**config.mk**
```make
export PLATFORM = sky130hd
export DESIGN_NAME = graph_sample_ctrl
export DESIGN_NICKNAME = d
export VERILOG_FILES = /design/src/rtl/graph_sample_ctrl.sv
export SDC_FILE = /design/constraint.sdc
export NUM_CORES = 1
export LEC_CHECK = 0
export ABC_AREA = 0
export ABC_CLOCK_PERIOD_IN_PS = 6500
export CAP_MARGIN = 20
export CORE_ASPECT_RATIO = 0.7
export CORE_MARGIN = 4
export CORE_UTILIZATION = 42
export CTS_CLUSTER_SIZE = 20
export DETAILED_ROUTE_END_ITERATION = 8
export SLEW_MARGIN = 25
export SYNTH_ARGS = -nofsm -noshare
export SYNTH_HDL_FRONTEND = slang
export SYNTH_SLANG_ARGS = --single-unit
export TNS_END_PERCENT = 5
```
**constraint.sdc**
```tcl
create_clock -name clk -period 6.5 [get_ports clk]
set_input_delay 1.3 -clock clk [delete_from_list [all_inputs] [get_ports clk]]
set_output_delay 1.3 -clock clk [all_outputs]
set_load 0.01 [all_outputs]
```
**src/rtl/graph_sample_ctrl.sv**
```systemverilog
// Random-walk graph sequencer: owns the column storage, sample-rate divider, step collection and running total.
// Latency: colData is registered, 1 cycle after colAddr; sampleStrobe is high during the commit cycle.
// Backpressure: none; run/singleStep gate sampling, and both are ignored while the reset-time clear sweep runs.
module graph_sample_ctrl #(
    parameter int SAMPLE_DIV = 900000,
    parameter int NUM_COLS   = 128,
    parameter int COL_W      = 7,
    parameter int INIT_VALUE = 127,
    parameter int STEP_BITS  = 4
) (
    input  logic             clk,
    input  logic             rst,
    input  logic             randomBit,
    input  logic             run,
    input  logic             singleStep,
    input  logic [COL_W-1:0] colAddr,
    output logic [7:0]       colData,
    output logic [COL_W-1:0] writeIndex,
    output logic [7:0]       graphValue,
    output logic             sampleStrobe,
    output logic             satHigh,
    output logic             satLow,
    output logic             busy
);

    localparam int DIV_W = (SAMPLE_DIV > 1) ? $clog2(SAMPLE_DIV) : 1;
    localparam int BIT_W = (STEP_BITS > 1) ? $clog2(STEP_BITS) : 1;

    localparam logic [DIV_W-1:0] DIV_LAST = DIV_W'(SAMPLE_DIV - 1);
    localparam logic [BIT_W-1:0] BIT_LAST = BIT_W'(STEP_BITS - 1);
    localparam logic [COL_W-1:0] COL_LAST = COL_W'(NUM_COLS - 1);

    localparam logic [1:0] S_CLEAR   = 2'd0;
    localparam logic [1:0] S_WAIT    = 2'd1;
    localparam logic [1:0] S_COLLECT = 2'd2;
    localparam logic [1:0] S_COMMIT  = 2'd3;

    logic [1:0]           state;
    logic [COL_W-1:0]     clr_idx;
    logic [DIV_W-1:0]     div_cnt;
    logic [BIT_W-1:0]     bit_cnt;
    logic [STEP_BITS-1:0] step_buf;

    logic [7:0]           storage [NUM_COLS];

    logic signed [9:0]    delta;
    logic signed [9:0]    sum;
    logic                 clamp_hi;
    logic                 clamp_lo;
    logic [7:0]           next_value;

    logic                 mem_we;
    logic [COL_W-1:0]     mem_waddr;
    logic [7:0]           mem_wdat;
    logic [COL_W-1:0]     rd_addr;

    assign busy         = (state == S_CLEAR);
    assign sampleStrobe = (state == S_COMMIT);

    // All-ones step is treated as "no move" so the walk stays symmetric at -7..+7.
    always_comb begin
        delta = 10'sd0;
        if (step_buf != '1) begin
            delta = $signed({{(10-STEP_BITS){1'b0}}, step_buf}) - 10'sd7;
        end
        sum        = $signed({2'b00, graphValue}) + delta;
        clamp_hi   = (sum > 10'sd255);
        clamp_lo   = (sum < 10'sd0);
        next_value = sum[7:0];
        if (clamp_hi) begin
            next_value = 8'hFF;
        end else if (clamp_lo) begin
            next_value = 8'h00;
        end
    end

    // Single write port shared by the clear sweep and the commit.
    always_comb begin
        mem_we    = 1'b0;
        mem_waddr = writeIndex;
        mem_wdat  = graphValue;
        if (!rst && state == S_CLEAR) begin
            mem_we    = 1'b1;
            mem_waddr = clr_idx;
            mem_wdat  = 8'h00;
        end else if (!rst && state == S_COMMIT) begin
            mem_we    = 1'b1;
        end
    end

    assign rd_addr = colAddr + writeIndex;

    always_ff @(posedge clk) begin
        if (mem_we) begin
            storage[mem_waddr] <= mem_wdat;
        end
    end

    // Reads the pre-write contents when it collides with the commit slot.
    always_ff @(posedge clk) begin
        if (rst || state == S_CLEAR) begin
            colData <= 8'h00;
        end else begin
            colData <= storage[rd_addr];
        end
    end

    always_ff @(posedge clk) begin
        if (rst) begin
            state      <= S_CLEAR;
            clr_idx    <= '0;
            writeIndex <= '0;
            graphValue <= 8'(INIT_VALUE);
            div_cnt    <= '0;
            bit_cnt    <= '0;
            step_buf   <= '0;
            satHigh    <= 1'b0;
            satLow     <= 1'b0;
        end else begin
            case (state)
                S_CLEAR: begin
                    clr_idx <= clr_idx + 1'b1;
                    if (clr_idx == COL_LAST) begin
                        state <= S_WAIT;
                    end
                end
                S_WAIT: begin
                    if (run) begin
                        if (div_cnt == DIV_LAST) begin
                            div_cnt <= '0;
                            state   <= S_COLLECT;
                        end else begin
                            div_cnt <= div_cnt + 1'b1;
                        end
                    end else if (singleStep) begin
                        div_cnt <= '0;
                        state   <= S_COLLECT;
                    end
                end
                S_COLLECT: begin
                    step_buf <= {step_buf[STEP_BITS-2:0], randomBit};
                    if (bit_cnt == BIT_LAST) begin
                        bit_cnt <= '0;
                        state   <= S_COMMIT;
                    end else begin
                        bit_cnt <= bit_cnt + 1'b1;
                    end
                end
                S_COMMIT: begin
                    writeIndex <= writeIndex + 1'b1;
                    graphValue <= next_value;
                    if (clamp_hi) begin
                        satHigh <= 1'b1;
                    end
                    if (clamp_lo) begin
                        satLow <= 1'b1;
                    end
                    state <= S_WAIT;
                end
                default: state <= S_CLEAR;
            endcase
        end
    end

endmodule

```
==> impl_metrics.json <==
{
  "crit_arrival_ps": 5110,
  "antenna_found_initial": 4,
  "rows": 97,
  "drc": 0,
  "cts_tree": "built",
  "wl_per_cell_um": 28.8,
  "total_power_mw": 15.4,
  "cts_hold_buf": 0,
  "ys_seq_elements": 1084,
  "setup_viol": 0,
  "finalNonFillerCells": 3577,
  "grt_pass1_wl_um": 149000,
  "clock_latency_ps": 690,
  "slowest_stage": "fa_4",
  "dp_cells": 3396,
  "synthTopCellsByArea": "edfxtp_1, mux4_2, dfxtp_1",
  "status": "finished clean",
  "synth_cell_types": 55,
  "dpl_cell_area_mm2": 0.0451,
  "synth_commonest_cells": "edfxtp_1, mux4_2, nor2_1",
  "cts_root_buf": "clkbuf_16",
  "avgSynthCellArea_um2": 20.8,
  "area_growth_syn_to_layout_pct": 12.9,
  "startpoint_type": "primary input",
  "initial_utilization_pct": 42.6,
  "p_leak_nw": 15.0,
  "grt_max_degree": 129,
  "slowest_delay_ps": 950,
  "relSlewSlack_pct": 27.4,
  "yosysMostFrequentCell": "edfxtp_1",
  "viasPerCell": 5.84,
  "io_buffers": 38,
  "power_density_mw_per_mm2": 318,
  "synthesis.nets": 2094,
  "ys_seq_area_share_pct": 74.6,
  "synth_edf_count": 1024,
  "syn_area_mm2": 0.0428,
  "critPathMaxFanout": 34,
  "hold_viol_final": 0,
  "crit_family": "adder cells",
  "post_cts_resized": 0,
  "setup_slack_ps": 1920,
  "fin_nets": 2197,
  "fill_cells": 8089,
  "place_congestion": 0.801,
  "ys_async_sr_fraction_pct": 0,
  "drive_above_1_share_pct": 24.7,
  "clockBufferDepth": 3,
  "hp-class": "reg2reg",
  "ff_latch_area_mm2": 0.0320,
  "max_freq_mhz": 218,
  "fin_setup_tns_ps": 0,
  "numCtsBuffers": 98,
  "worstPathRequired_ps": 7020,
  "cts_setup_buffers": 0,
  "post-place-ws_ps": 1310,
  "track_usage_pct": 19.4,
  "path_clk_slew_ps": 70,
  "rsz0062_at_grt": "no",
  "ant_nets": 0,
  "syn_inst": 2059,
  "tightest_slew_ps": 1090,
  "io-pin-count": 39,
  "via_count": 20900,
  "fin_crit_sh_pct": 70.5,
  "synth_top_area_share_pct": 71.8,
  "ys_warn_count": 0,
  "synth_flop_cell": "edfxtp_1",
  "die_w_um": 390,
  "drtIter0Drc": 2512,
  "irDropWorstVdd_v": 0.000277,
  "drv_cap": 0,
  "drtPass1Iterations": 6,
  "path_cells": "clkdlybuf4s50_1, ha_4, fa_4, buf_12, buf_12, mux4_2, mux4_2, a22oi_1, nand4_1",
  "finalInstanceArea_mm2": 0.0484,
  "critPathBufInv": 3,
  "first_global_vias": 20900,
  "multi_input_area_mm2": 0.0104,
  "slew_viol_final": 0,
  "criticalPathCategory": "in2reg",
  "coreArea_mm2": 0.101,
  "die_h_um": 275,
  "fin_skew_ps": 18.0,
  "finalCriticalPeriod_ps": 4580,
  "dp.final_hpwl_um": 65200,
  "drt_wl_total_um": 103000,
  "dieArea_mm2": 0.107,
  "grt.overflow.total": 0,
  "cts.sinks": 1084,
  "cts_max_level": 3,
  "synth_top_area_cell": "edfxtp_1",
  "cp-end-kind": "flip-flop"
}
[cell families after synthesis]
group | share of synthesized area [%]
adders and majority gates | 0.707
xor gates and xnor gates | 0.756
DFF | 74.6
and+or+nand+nor | 3.70
buffers and inverters | 1.41
AOI/OAI and AO/OA | 1.73
muxes | 17.1
[registers in the layout, indices dropped and copies added, names as in the netlist]
signal and flops:
storage 1024, div_cnt 20, colData 8, graphValue 8, clr_idx 7, writeIndex 7
step_buf 4, bit_cnt 2, state 2, satHigh 1, satLow 1
[cells in the final DEF (no fill, tap or decap), types with 3 or more instances in the layout]
master / instances
and2_4: 4
bufinv_16: 7
a21oi_1: 17
inv_1: 16
nor2_4: 4
nand3b_1: 11
mux4_1: 3
nor2_1: 185
mux4_2: 317
clkbuf_1: 20
nor2_2: 13
clkinv_1: 21
dfxtp_1: 60
nand2b_1: 8
buf_12: 11
clkbuf_8: 8
edfxtp_1: 1024
nand2_1: 58
or3_1: 11
clkinvlp_4: 4
clkbuf_16: 105
clkdlybuf4s50_1: 38
and2_1: 8
o21ai_0: 21
o21bai_1: 3
clkinv_2: 10
a211oi_1: 3
a311oi_1: 3
mux2i_1: 10
xor2_1: 20
nand3_1: 22
a22oi_1: 34
a21o_1: 5
nand4_1: 15
and3_1: 4
nor3_1: 9
ha_1: 20
xnor2_1: 15
buf_4: 52
[power by group]
part	total [mW]	internal (mW)	switching, mW
combinational	1.42	0.417	1.00
sequential	8.14	8.09	0.0497
clock	5.83	3.30	2.52
[metrics by stage]
step / hold WS (ps) / util, %
finish: 486 / 48.1
global route: 522 / 48.1
CTS: 483 / 48.0
detailed placement: 469 / 44.8
global placement: 457 / 44.8
floorplan: 465 / -
[metal layers]
| metal | global-route usage [%] | vias up | wire length, um |
|---|---|---|---|
| li1 | - | 8717 | - |
| met1 | 29.1 | 11200 | 45800 |
| met3 | 6.54 | 150 | 10600 |
| met4 | 5.37 | 0 | 2330 |
| met5 | 0 | - | 0 |
| met2 | 27.0 | 853 | 44300 |
[final timing paths]
kind	end	depth (start not counted)	startpoint	slack, ps
worst max register to register	storage[117][4]$_DFFE_PP_	8	state[0]$_SDFFE_PP0P_	2210
worst min register to register	satLow$_SDFFE_PP0P_	2	satLow$_SDFFE_PP0P_	490
worst min-delay path	satLow$_SDFFE_PP0P_	2	satLow$_SDFFE_PP0P_	490
worst max-delay path	colData[4]$_SDFF_PP0_	9	colAddr[0]	1920
[worst reg2reg max path, delay by kind of cell, from the launching register on]
family                     cells  cell delay [ps]
adders and majority gates      1              580
and+or+nand+nor                5             2370
buffers and inverters          2              590
DFF                            1              350
[cell type report]
class	instances	share of cell area [%]
sequential	1084	66.1
clock buffer	133	5.82
inverter	17	0.132
clock inverter	45	0.836
multi-input combinational	858	21.5
tap	1336	3.46
antenna	1	0.00518
timing repair buffer	103	2.16
(Power assumes the default switching activity.)
